===== config.mk =====
export PLATFORM = sky130hd
export DESIGN_NAME = sqrt_scheduler_flat
export DESIGN_NICKNAME = d
export VERILOG_FILES = /design/src/rtl/sqrt_scheduler_if.sv /design/src/rtl/sqrt_scheduler.sv /design/src/flat_wrapper.sv
export SDC_FILE = /design/constraint.sdc
export NUM_CORES = 1
export LEC_CHECK = 0
export ABC_AREA = 1
export CORE_MARGIN = 2
export CORE_UTILIZATION = 60
export CTS_BUF_LIST = sky130_fd_sc_hd__clkbuf_16
export DETAILED_ROUTE_END_ITERATION = 12
export HOLD_SLACK_MARGIN = 0.05
export PLACE_DENSITY = 0.87
export REMOVE_ABC_BUFFERS = 1
export SLEW_MARGIN = 20
export SYNTH_ARGS = -nofsm -noshare
export SYNTH_HDL_FRONTEND = slang
export SYNTH_SLANG_ARGS = --single-unit

===== constraint.sdc =====
create_clock -name clk -period 18 [get_ports clk]
set_input_delay 3.6 -clock clk [delete_from_list [all_inputs] [get_ports clk]]
set_output_delay 3.6 -clock clk [all_outputs]
set_load 0.05 [all_outputs]

===== src/rtl/sqrt_scheduler_if.sv =====
// Request/result bundle between the requesters and the square-root scheduler.
interface sqrt_scheduler_if;
  logic [3:0]  req;
  logic [31:0] operand;
  logic [3:0]  ack;
  logic        res_valid;
  logic [15:0] res_data;
  logic [1:0]  res_id;
  logic        busy;

  modport master (
    output req, operand,
    input  ack, res_valid, res_data, res_id, busy
  );

  modport slave (
    input  req, operand,
    output ack, res_valid, res_data, res_id, busy
  );
endinterface


===== src/rtl/sqrt_scheduler.sv =====
// Round-robin arbiter in front of a bit-serial 8.8 square-root unit shared by four requesters.
//
// state | meaning
// IDLE  | waiting for any req; grants round-robin starting at last_grant+1
// CALC  | 16 cycles, one root bit per cycle from bit 15 down to bit 0
// DONE  | one cycle: res_valid, ack[id], res_data/res_id presented
module sqrt_scheduler (
  input  logic             clk,
  input  logic             rst_n,
  sqrt_scheduler_if.slave  bus
);

  typedef enum logic [1:0] {IDLE, CALC, DONE} state_t;

  state_t      state, state_nxt;
  logic [1:0]  last_grant;
  logic [1:0]  grant_idx;
  logic        grant_vld;
  logic [1:0]  cand;
  logic [1:0]  id;
  logic [7:0]  op;
  logic [15:0] root;
  logic [15:0] root_nxt;
  logic [15:0] trial;
  logic [31:0] trial_sq;
  logic [3:0]  bit_cnt;
  logic [15:0] res_data_q;
  logic [1:0]  res_id_q;

  // Walk candidates from the lowest priority (last_grant) up to the highest
  // (last_grant+1) so the last hit wins.
  always_comb begin
    grant_vld = 1'b0;
    grant_idx = last_grant;
    cand      = last_grant;
    for (int k = 4; k >= 1; k--) begin
      cand = last_grant + 2'(k);
      if (bus.req[cand]) begin
        grant_vld = 1'b1;
        grant_idx = cand;
      end
    end
  end

  always_comb begin
    trial    = root | (16'h0001 << bit_cnt);
    trial_sq = 32'(trial) * 32'(trial);
    root_nxt = (trial_sq <= {op, 16'h0000}) ? trial : root;
  end

  always_ff @(posedge clk or negedge rst_n) begin
    if (!rst_n) state <= IDLE;
    else        state <= state_nxt;
  end

  always_comb begin
    state_nxt     = state;
    bus.busy      = 1'b1;
    bus.res_valid = 1'b0;
    bus.ack       = 4'b0000;
    case (state)
      IDLE: begin
        bus.busy = 1'b0;
        if (grant_vld) state_nxt = CALC;
      end
      CALC: begin
        if (bit_cnt == 4'd0) state_nxt = DONE;
      end
      DONE: begin
        bus.res_valid = 1'b1;
        bus.ack       = 4'b0001 << id;
        state_nxt     = IDLE;
      end
      default: state_nxt = IDLE;
    endcase
  end

  always_ff @(posedge clk or negedge rst_n) begin
    if (!rst_n) begin
      last_grant <= 2'd3;
      id         <= 2'd0;
      op         <= 8'h00;
      root       <= 16'h0000;
      bit_cnt    <= 4'd0;
      res_data_q <= 16'h0000;
      res_id_q   <= 2'd0;
    end else begin
      case (state)
        IDLE: begin
          if (grant_vld) begin
            op         <= bus.operand[{grant_idx, 3'b000} +: 8];
            id         <= grant_idx;
            last_grant <= grant_idx;
            root       <= 16'h0000;
            bit_cnt    <= 4'd15;
          end
        end
        CALC: begin
          root    <= root_nxt;
          bit_cnt <= bit_cnt - 4'd1;
          // Publish on the final bit so DONE already shows the finished root.
          if (bit_cnt == 4'd0) begin
            res_data_q <= root_nxt;
            res_id_q   <= id;
          end
        end
        default: ;
      endcase
    end
  end

  assign bus.res_data = res_data_q;
  assign bus.res_id   = res_id_q;

endmodule


===== src/flat_wrapper.sv =====
// flat-port wrapper written by rule: the top's interface ports become plain ports
module sqrt_scheduler_flat 
  (clk, rst_n, bus_req, bus_operand, bus_ack, bus_res_valid, bus_res_data, bus_res_id, bus_busy);
  sqrt_scheduler_if bus_i ();
  input  logic clk;
  input  logic rst_n;
  input wire logic [$bits(bus_i.req)-1:0] bus_req;
  input wire logic [$bits(bus_i.operand)-1:0] bus_operand;
  output wire logic [$bits(bus_i.ack)-1:0] bus_ack;
  output wire logic [$bits(bus_i.res_valid)-1:0] bus_res_valid;
  output wire logic [$bits(bus_i.res_data)-1:0] bus_res_data;
  output wire logic [$bits(bus_i.res_id)-1:0] bus_res_id;
  output wire logic [$bits(bus_i.busy)-1:0] bus_busy;
  assign bus_i.req = bus_req;
  assign bus_i.operand = bus_operand;
  assign bus_ack = bus_i.ack;
  assign bus_res_valid = bus_i.res_valid;
  assign bus_res_data = bus_i.res_data;
  assign bus_res_id = bus_i.res_id;
  assign bus_busy = bus_i.busy;
  sqrt_scheduler u_core (.clk(clk), .rst_n(rst_n), .bus(bus_i));
endmodule

Word level (Yosys, flattened, before mapping). Cells that the tools add are included.

Input bits: 38. Word-level logic and storage cells: 59. Flip-flop bits (word level): 52.

Mux-type cells: 26. Shift-type cells: 3. Equality and inequality tests: 4. Reductions and logical operators: 7. Bitwise logic cells: 1. Add/subtract/negate cells: 4. Multiply operators: 1. $lt $le $gt $ge: 5.

Operator list (count): $le A32 B24 Y1 (1); $mul A16 B16 Y32 (1); $mux W16 (2); $pmux W16 S2 (1); $shiftx A32 B6 Y8 (1); $or A16 B16 Y16 (1); $shl A1 B4 Y16 const A (1); $lt A2 B3 Y1 const B (4); $mux W1 (10); $mux W2 (5); $bmux W1 S2 (4); $mux W4 (2); $pmux W4 S2 (1); $reduce_and A2 Y1 (4); $add A2 B2 Y2 const B (2); $logic_not A4 Y1 (1); $ne A2 B1 Y1 const B (2); $pmux W2 S2 (1); $shl A1 B2 Y4 const A (1); $sub A4 B1 Y4 const B (1); $add A2 B1 Y2 const B (1); $eq A2 B1 Y1 const B (1); $eq A2 B2 Y1 const B (1); $logic_not A2 Y1 (1); $reduce_bool A2 Y1 (1).

Logic depth before layout (Yosys ltp). Gate-level depths: netlist (run 1).

Word-level depth: 8. Mapped depth: 46.

Worst setup path before layout (run 1). No wires, ideal clock.

Kind: register to register. Start point: register u_core.bit_cnt[0]. End point: register u_core.root[6]. Cell stages (with the launch flop): 43. Path buffers: 2. Required time: 17.928 ns. Clock period less this slack: 7.446 ns. Setup time: 0.072 ns. Arrival time: 7.374 ns. Slack: 10.554 ns. Cell sequence: dfrtp_1 > inv_1 > ha_1 > inv_1 > nor2_1 > inv_1 > o21ai_1 > clkbuf_1 > nand2_1 > fa_1 > inv_1 > fa_1 > fa_1 > fa_1 > fa_1 > inv_1 > fa_1 > inv_1 > [7 not listed] > ha_1 > nand2_1 > inv_1 > nand4_1 > nor2_1 > nand2_1 > nor2_1 > nand3_1 > nor2_1 > nand2_1 > nor2_1 > nand2_1 > nand2_1 > nand4_4 > buf_6 > nand2_1 > nand2_1 > nor2_1.

Cells in the longest elaborated chain, start to end: 6.

Ends and longest elaborated chain: from (decl) (RTL line sqrt_scheduler.sv:26) `logic [3:0] bit_cnt;`; from (signal assigned) (RTL line sqrt_scheduler.sv:100) `bit_cnt <= bit_cnt - 4'd1;`; $shl A1 B4 Y16 (*) (RTL line sqrt_scheduler.sv:46) `trial = root | (16'h0001 << bit_cnt);`; $or A16 B16 Y16 (*) (RTL line sqrt_scheduler.sv:46); $mul A16 B16 Y32 (RTL line sqrt_scheduler.sv:47) `trial_sq = 32'(trial) * 32'(trial);`; $le A32 B24 Y1 (RTL line sqrt_scheduler.sv:48) `root_nxt = (trial_sq <= {op, 16'h0000}) ? trial : root;`; $mux W16 (*) (RTL line sqrt_scheduler.sv:48); $pmux W16 S2 (*) (RTL line sqrt_scheduler.sv:88) `case (state)`; to (signal assigned) (RTL line sqrt_scheduler.sv:99) `root <= root_nxt;`; to (decl) (RTL line sqrt_scheduler.sv:22) `logic [15:0] root;`.

Every way passes the cells marked *; elsewhere a longest branch is shown, timed or not. A chain may end at the register's enable or synchronous reset.

Final worst setup path (run 1).
Start point: register u_core.bit_cnt[1]. End point: register u_core.root[14].

Same word-level chain as after synthesis.

==> out/results.ini, run 1 <==
[timing]
finalHoldViolCount=0
fin_crit_ps=8400
timing.fmax_mhz=119
rsz0062_at_grt=false
finalClockSkew_ps=10.5
setup_viol=0
slew_headroom_pct=30.3
finalMaxSlewViolations=0
period_share_pct=46.7
worstMarginPinSlew_ps=1040
tns_ps=0

[cells_and_area]
area_growth_pct=9.30
postLayoutCoreUtil_pct=67.3
final_nets=1790
final_common_cell=inv_1
fill_cells=1393
multi_input_area_sq_mm=0.00782
layout-drive-gt1-share_pct=3.38
regArea_sq_mm=0.00130
diodes=0
final_cell_mix=inv_1, nand2_1, fa_1

[setup_path]
cp_slowest_cell=nand2_1
worst-path-max-fanout=20
worstPathArrival_ps=8640
worstReg2RegEnd=u_core.root[14]
cp_top_family=adder cells
start_kind=flip-flop
timing.rr.start=u_core.bit_cnt[1]
critPathMaxStageDelay_ps=610
endpoint_kind=flip-flop
path_common_cell=nand2_1
path_depth=38
required_ps=18230
startpoint=u_core.bit_cnt[1]
crit_type=reg2reg
reg2reg_depth=38
cp_num_buf_inv=5
ff2ff_setup_slack_ps=9600

[route]
vias=9089
drt-pass1-iter-count=5
final_antenna_net_count=0
routedWlPerCell_um=14.7
routed_via_density=5.33
drt_iter0_drc=592
drt-total-wl_um=25000
route.detailed.drc=0

[global_routing]
grt_pass1_vias=9576
grt_util_all_layers_pct=29.2
grt_overflow=0
grt_max_degree=53
grt_pass1_wl_um=43700
antenna_found_initial=0

[clock_network]
postCtsResizedCells=0
h-tree-depth=2
clk_pin_slew_ps=70
clock-sinks=52
hold_buffers=0
cts_buffers=5
clockBufferDepth=2
cts_setup_buffers=0
clk_latency_ps=300
tritoncts=built
clockRootBuffer=clkbuf_16

[run]
drv_cap=0

[synthesis]
ys_warn_count=0
ys_types=44
seq_area_frac_synth_pct=12.2
ys_ff_latch=52
synth_area_sq_mm=0.0107
synthCells=1428
post_synth.cell_area_avg_sq_um=7.48

[placed_design]
io_buffers=61
hpwl_um=20400
place.gp.congestion=0.954

[hold_path]
min_to=u_core.bus.res_data[8]
min-delay-start=u_core.bus.res_data[8]
hold_class=reg2reg
holdPathStages=2

[floorplanning]
initial_core_util_pct=61.6
die-area_sq_mm=0.0189
pin_count=62
rows=48
dieHeight_um=137
coreArea_sq_mm=0.0174
fp.dieW_um=137

[power_and_ir_drop]
finalPower_w=0.00169
power.density_mw_per_mm2=144
p_leak_nw=6.58
ir_drop_mv=0.136

[status]
status=finished clean

-- registers in the layout, indices dropped and copies added, names as in the netlist --
name	flops
u_core.state	2
u_core.id	2
u_core.root	16
u_core.bus.res_id	2
u_core.op	8
u_core.last_grant	2
u_core.bus.res_data	16
u_core.bit_cnt	4
-- per-layer routing --
layer	GRT usage, %	part of all wire [%]	vias up
met5	0	0	-
met4	10.2	3.2	0
met3	2.39	5.1	64
met2	51.3	50	277
met1	37.9	42	4379
li1	-	-	4369
-- per-stage QoR --
step           hold WS, ps  std cells  area [sq um]  setup WS, ps
6_report               472       1705         11700          9600
3_5_place_dp           459       1697         11500          9720
3_3_place_gp           457       1697         11500          9870
4_1_cts                474       1705         11700          9710
2_1_floorplan          449       1394         10500         10070
5_1_grt                510       1705         11700          8990
-- synth_stat cells (all sizes together) --
master	count	area share, %
a21o	4	0.28
a21oi	52	2.4
a221oi	1	0.082
a22oi	2	0.14
a31oi	4	0.23
buf	7	0.61
clkbuf	27	0.95
clkinv	2	0.070
dfrtp	50	12
dfstp	2	0.49
fa	166	31
ha	107	13
inv	368	13
mux2	1	0.11
nand2	362	13
nand3	52	2.4
nand3b	2	0.14
nand4	11	0.84
nor2	87	3.1
nor3	13	0.61
nor4	3	0.18
o2111ai	1	0.082
o211ai	2	0.14
o21a	1	0.070
o21ai	57	2.7
o21bai	4	0.28
o221ai	1	0.082
o22ai	7	0.41
or2	12	0.70
xnor2	11	0.90
xor2	9	0.74
-- logic make-up (layout without fill, tap and decap cells) --
| kind of cell | count (synthesis) | after routing | synth area share, % |
|---|---|---|---|
| adders and majority gates | 273 | 273 | 43.6 |
| muxes | 1 | 1 | 0.105 |
| DFF | 52 | 52 | 12.2 |
| AOI/OAI and AO/OA | 136 | 136 | 6.98 |
| xor gates and xnor gates | 20 | 20 | 1.64 |
| and+or+nand+nor | 542 | 542 | 20.9 |
| buffers and inverters | 404 | 456 | 14.6 |
-- worst max path at each step --
stage                                    endpoint  slack [ps]
final                             u_core.root[14]        9600
after global routing      u_core.bus.res_data[14]        8990
after CTS                         u_core.root[14]        9710
after detailed placement           u_core.root[2]        9720
after global placement            u_core.root[14]        9870
after floorplan                   u_core.root[13]       10070
-- layout make-up --
type | count | area share, %
multi-input cells | 972 | 67.0
flip-flops and latches | 52 | 11.2
clock inverters | 3 | 0.171
inverters | 370 | 11.9
clock buffers | 5 | 1.07
repair buffers | 78 | 6.28
well taps | 225 | 2.41
-- power breakdown --
group	switching, W	internal [W]
clock	0.0000434	0.0000513
combinational	0.000923	0.000476
sequential	0.0000319	0.000161
-- tightest hold or removal path, stage by stage (launching register included) --
cell and delay (ps):
dfrtp_1 340, nand2_1 50, nand2_1 40
No activity file was read; power rests on OpenSTA's default activity.
==> inputs of run 2 (changes only) <==
--- a/config.mk
+++ b/config.mk
@@ -7,7 +7,7 @@
 export LEC_CHECK = 0
 export ABC_AREA = 1
 export CORE_MARGIN = 2
-export CORE_UTILIZATION = 60
+export CORE_UTILIZATION = 57
 export CTS_BUF_LIST = sky130_fd_sc_hd__clkbuf_16
 export DETAILED_ROUTE_END_ITERATION = 12
 export HOLD_SLACK_MARGIN = 0.05
==> constraint.sdc (replaced) <==
create_clock -name clk -period 7.3 [get_ports clk]
set_input_delay 1.46 -clock clk [delete_from_list [all_inputs] [get_ports clk]]
set_output_delay 1.46 -clock clk [all_outputs]
set_load 0.05 [all_outputs]
==> out/results.ini, run 2 (synthesis gave the netlist of run 1 again) <==
[setup_path]
path_common_cell=nand2_1
critPathMaxStageDelay_ps=520  ; -90 ps
worstPathArrival_ps=8020  ; -620 ps
required_ps=7520  ; -10710 ps
crit_type=reg2reg
start_kind=flip-flop
worst-path-max-fanout=17  ; -15%
cp_slowest_cell=fa_1
endpoint_kind=flip-flop

[route]
drt-pass1-iter-count=8  ; +3
vias=10900  ; +19%
drt-total-wl_um=34500  ; +38%
route.detailed.drc=0  ; unchanged
routed_via_density=5.77  ; +8.3%
drt_iter0_drc=1277  ; +120%
routedWlPerCell_um=18.3  ; +25%
final_antenna_net_count=0  ; unchanged

[power_and_ir_drop]
p_leak_nw=7.45  ; +13%
ir_drop_mv=0.239  ; +76%
power.density_mw_per_mm2=400  ; +180%

[timing]
fin_crit_ps=7800  ; -603 ps
setup_ws_ps=-501  ; -10100 ps
tns_ps=-11380  ; -11380 ps
period_share_pct=107  ; +60 points
rsz0062_at_grt=true
worstMarginPinSlew_ps=677  ; -367 ps
finalMaxSlewViolations=0  ; unchanged
setup_viol=31  ; +31
slew_headroom_pct=54.8  ; +24 points
finalHoldViolCount=0  ; unchanged
finalClockSkew_ps=10.9  ; +0.353 ps
timing.fmax_mhz=128  ; +7.7%

[cells_and_area]
diodes=0  ; unchanged
area_growth_pct=26.0
postLayoutCoreUtil_pct=72.7  ; +5.4 points
layout-drive-gt1-share_pct=17.7  ; +14 points
fill_cells=1185  ; -15%
final_common_cell=inv_1
layoutNonFillerInstCount=1880  ; +10%
final_nets=1956  ; +9.3%
final_cell_mix=inv_1, nand2_1, buf_4

[clock_network]
hold_buffers=0  ; unchanged
clk_pin_slew_ps=80  ; about the same
clock-sinks=52  ; unchanged
clockBufferDepth=2  ; unchanged
cts_buffers=5  ; unchanged
h-tree-depth=2  ; unchanged
clk_latency_ps=310  ; about the same
clockRootBuffer=clkbuf_16
tritoncts=built

[global_routing]
grt_overflow=0  ; unchanged
grt_max_degree=53  ; unchanged
grt_util_all_layers_pct=31.8  ; +2.6 points
grt_pass1_wl_um=50900  ; +16%
grt_pass1_vias=10800  ; +12%
antenna_found_initial=0  ; unchanged

[run]
drv_cap=0  ; unchanged

[placed_design]
placed_cells=1851  ; +9.1%
io_buffers=61  ; unchanged
hpwl_um=23900  ; +17%
place.gp.congestion=0.929  ; -2.6%

[status]
status=finished with violations
violations=negative setup slack

[floorplanning]
fp.dieW_um=141  ; +2.5%
dieHeight_um=141  ; +2.5%
coreArea_sq_mm=0.0185  ; +6.7%
initial_core_util_pct=57.7  ; -3.9 points
die-area_sq_mm=0.0199  ; +5.1%
rows=50  ; +4.2%
pin_count=62  ; unchanged

[hold_path]
hold_class=reg2reg

-- run 2: cell count changes in the layout (fill, tap and decap cells not counted), sizes merged --
cell	previous run	this run
clkinvlp	1	0
inv	369	371
buf	18	184
clkinv	3	2
-- run 2: final timing paths --
kind	startpoint	end	slack [ps]	cells past startpoint
worst max-delay path	u_core.bit_cnt[1]	u_core.root[7]	-500	44
worst min-delay path	u_core.bus.res_data[15]	u_core.bus.res_data[15]	490	2
worst max register to register	u_core.bit_cnt[1]	u_core.root[7]	-500	44
worst min register to register	u_core.bus.res_data[15]	u_core.bus.res_data[15]	490	2
max in group asynchronous	rst_n	u_core.bit_cnt[2]	5550	2
min in group asynchronous	rst_n	u_core.root[1]	1270	2
-- run 2: per-layer routing --
metal | vias up | global-route usage, % | part of all wire (%)
met1 | 5180 | 40.3 | 36
met4 | 0 | 14.0 | 7.4
met5 | - | 0 | 0
met3 | 239 | 4.21 | 8.3
li1 | 4704 | - | -
met2 | 727 | 54.8 | 49
-- run 2: layout make-up --
| cell class | instances | area, sq um | share of cell area, % |
|---|---|---|---|
| multi-input cells | 972 | 8240 | 61.2 |
| repair buffers | 244 | 2080 | 15.4 |
| inverters | 370 | 1390 | 10.4 |
| flip-flops and latches | 52 | 1310 | 9.71 |
| well taps | 234 | 293 | 2.18 |
| clock buffers | 5 | 125 | 0.930 |
| clock inverters | 3 | 28.8 | 0.214 |
-- run 2: worst max-delay path: cells and delay by family (launching register included) --
kind | cells | cell delay [ps]
AO/OA/AOI/OAI | 2 | 250
XOR/XNOR | 1 | 190
adder cells (fa/ha/maj) | 9 | 3570
buffers and inverters | 11 | 1220
flip-flops | 1 | 420
AND/OR/NAND/NOR | 21 | 2050
-- run 2: repair_timing --
action	in CTS	in global routing
cloned	0	1
endpoints found under the setup margin	31	31
pin swaps	11	38
gates resized for setup	35	67
buffers inserted	8	12
-- run 2: where the power goes --
group | total [W] | leakage, nW | internal, W | switching (W)
Combinational | 0.00465 | 6.69 | 0.00186 | 0.00279
Clock | 0.000259 | 0.0767 | 0.000133 | 0.000126
Sequential | 0.000480 | 0.678 | 0.000398 | 0.0000817
-- run 2: through the flow --
stage	cell area (sq um)	power (W)	hold slack, ps	worst slack, ps
final	13500	0.00539	488	-501
after global routing	13500	0.00576	490	-954
after CTS	13000	0.00496	485	-211
after detailed placement	12700	0.00452	465	-372
after global placement	12700	0.00437	455	-240
after floorplan	10500	0.00290	449	-633
==> inputs of run 3 (changes only) <==
--- a/config.mk
+++ b/config.mk
@@ -6,6 +6,7 @@
 export NUM_CORES = 1
 export LEC_CHECK = 0
 export ABC_AREA = 1
+export CAP_MARGIN = 20
 export CORE_MARGIN = 2
 export CORE_UTILIZATION = 57
 export CTS_BUF_LIST = sky130_fd_sc_hd__clkbuf_16
==> results of run 3 <==
Same layout as run 2: the final DEF is identical, and so are final timing and power.
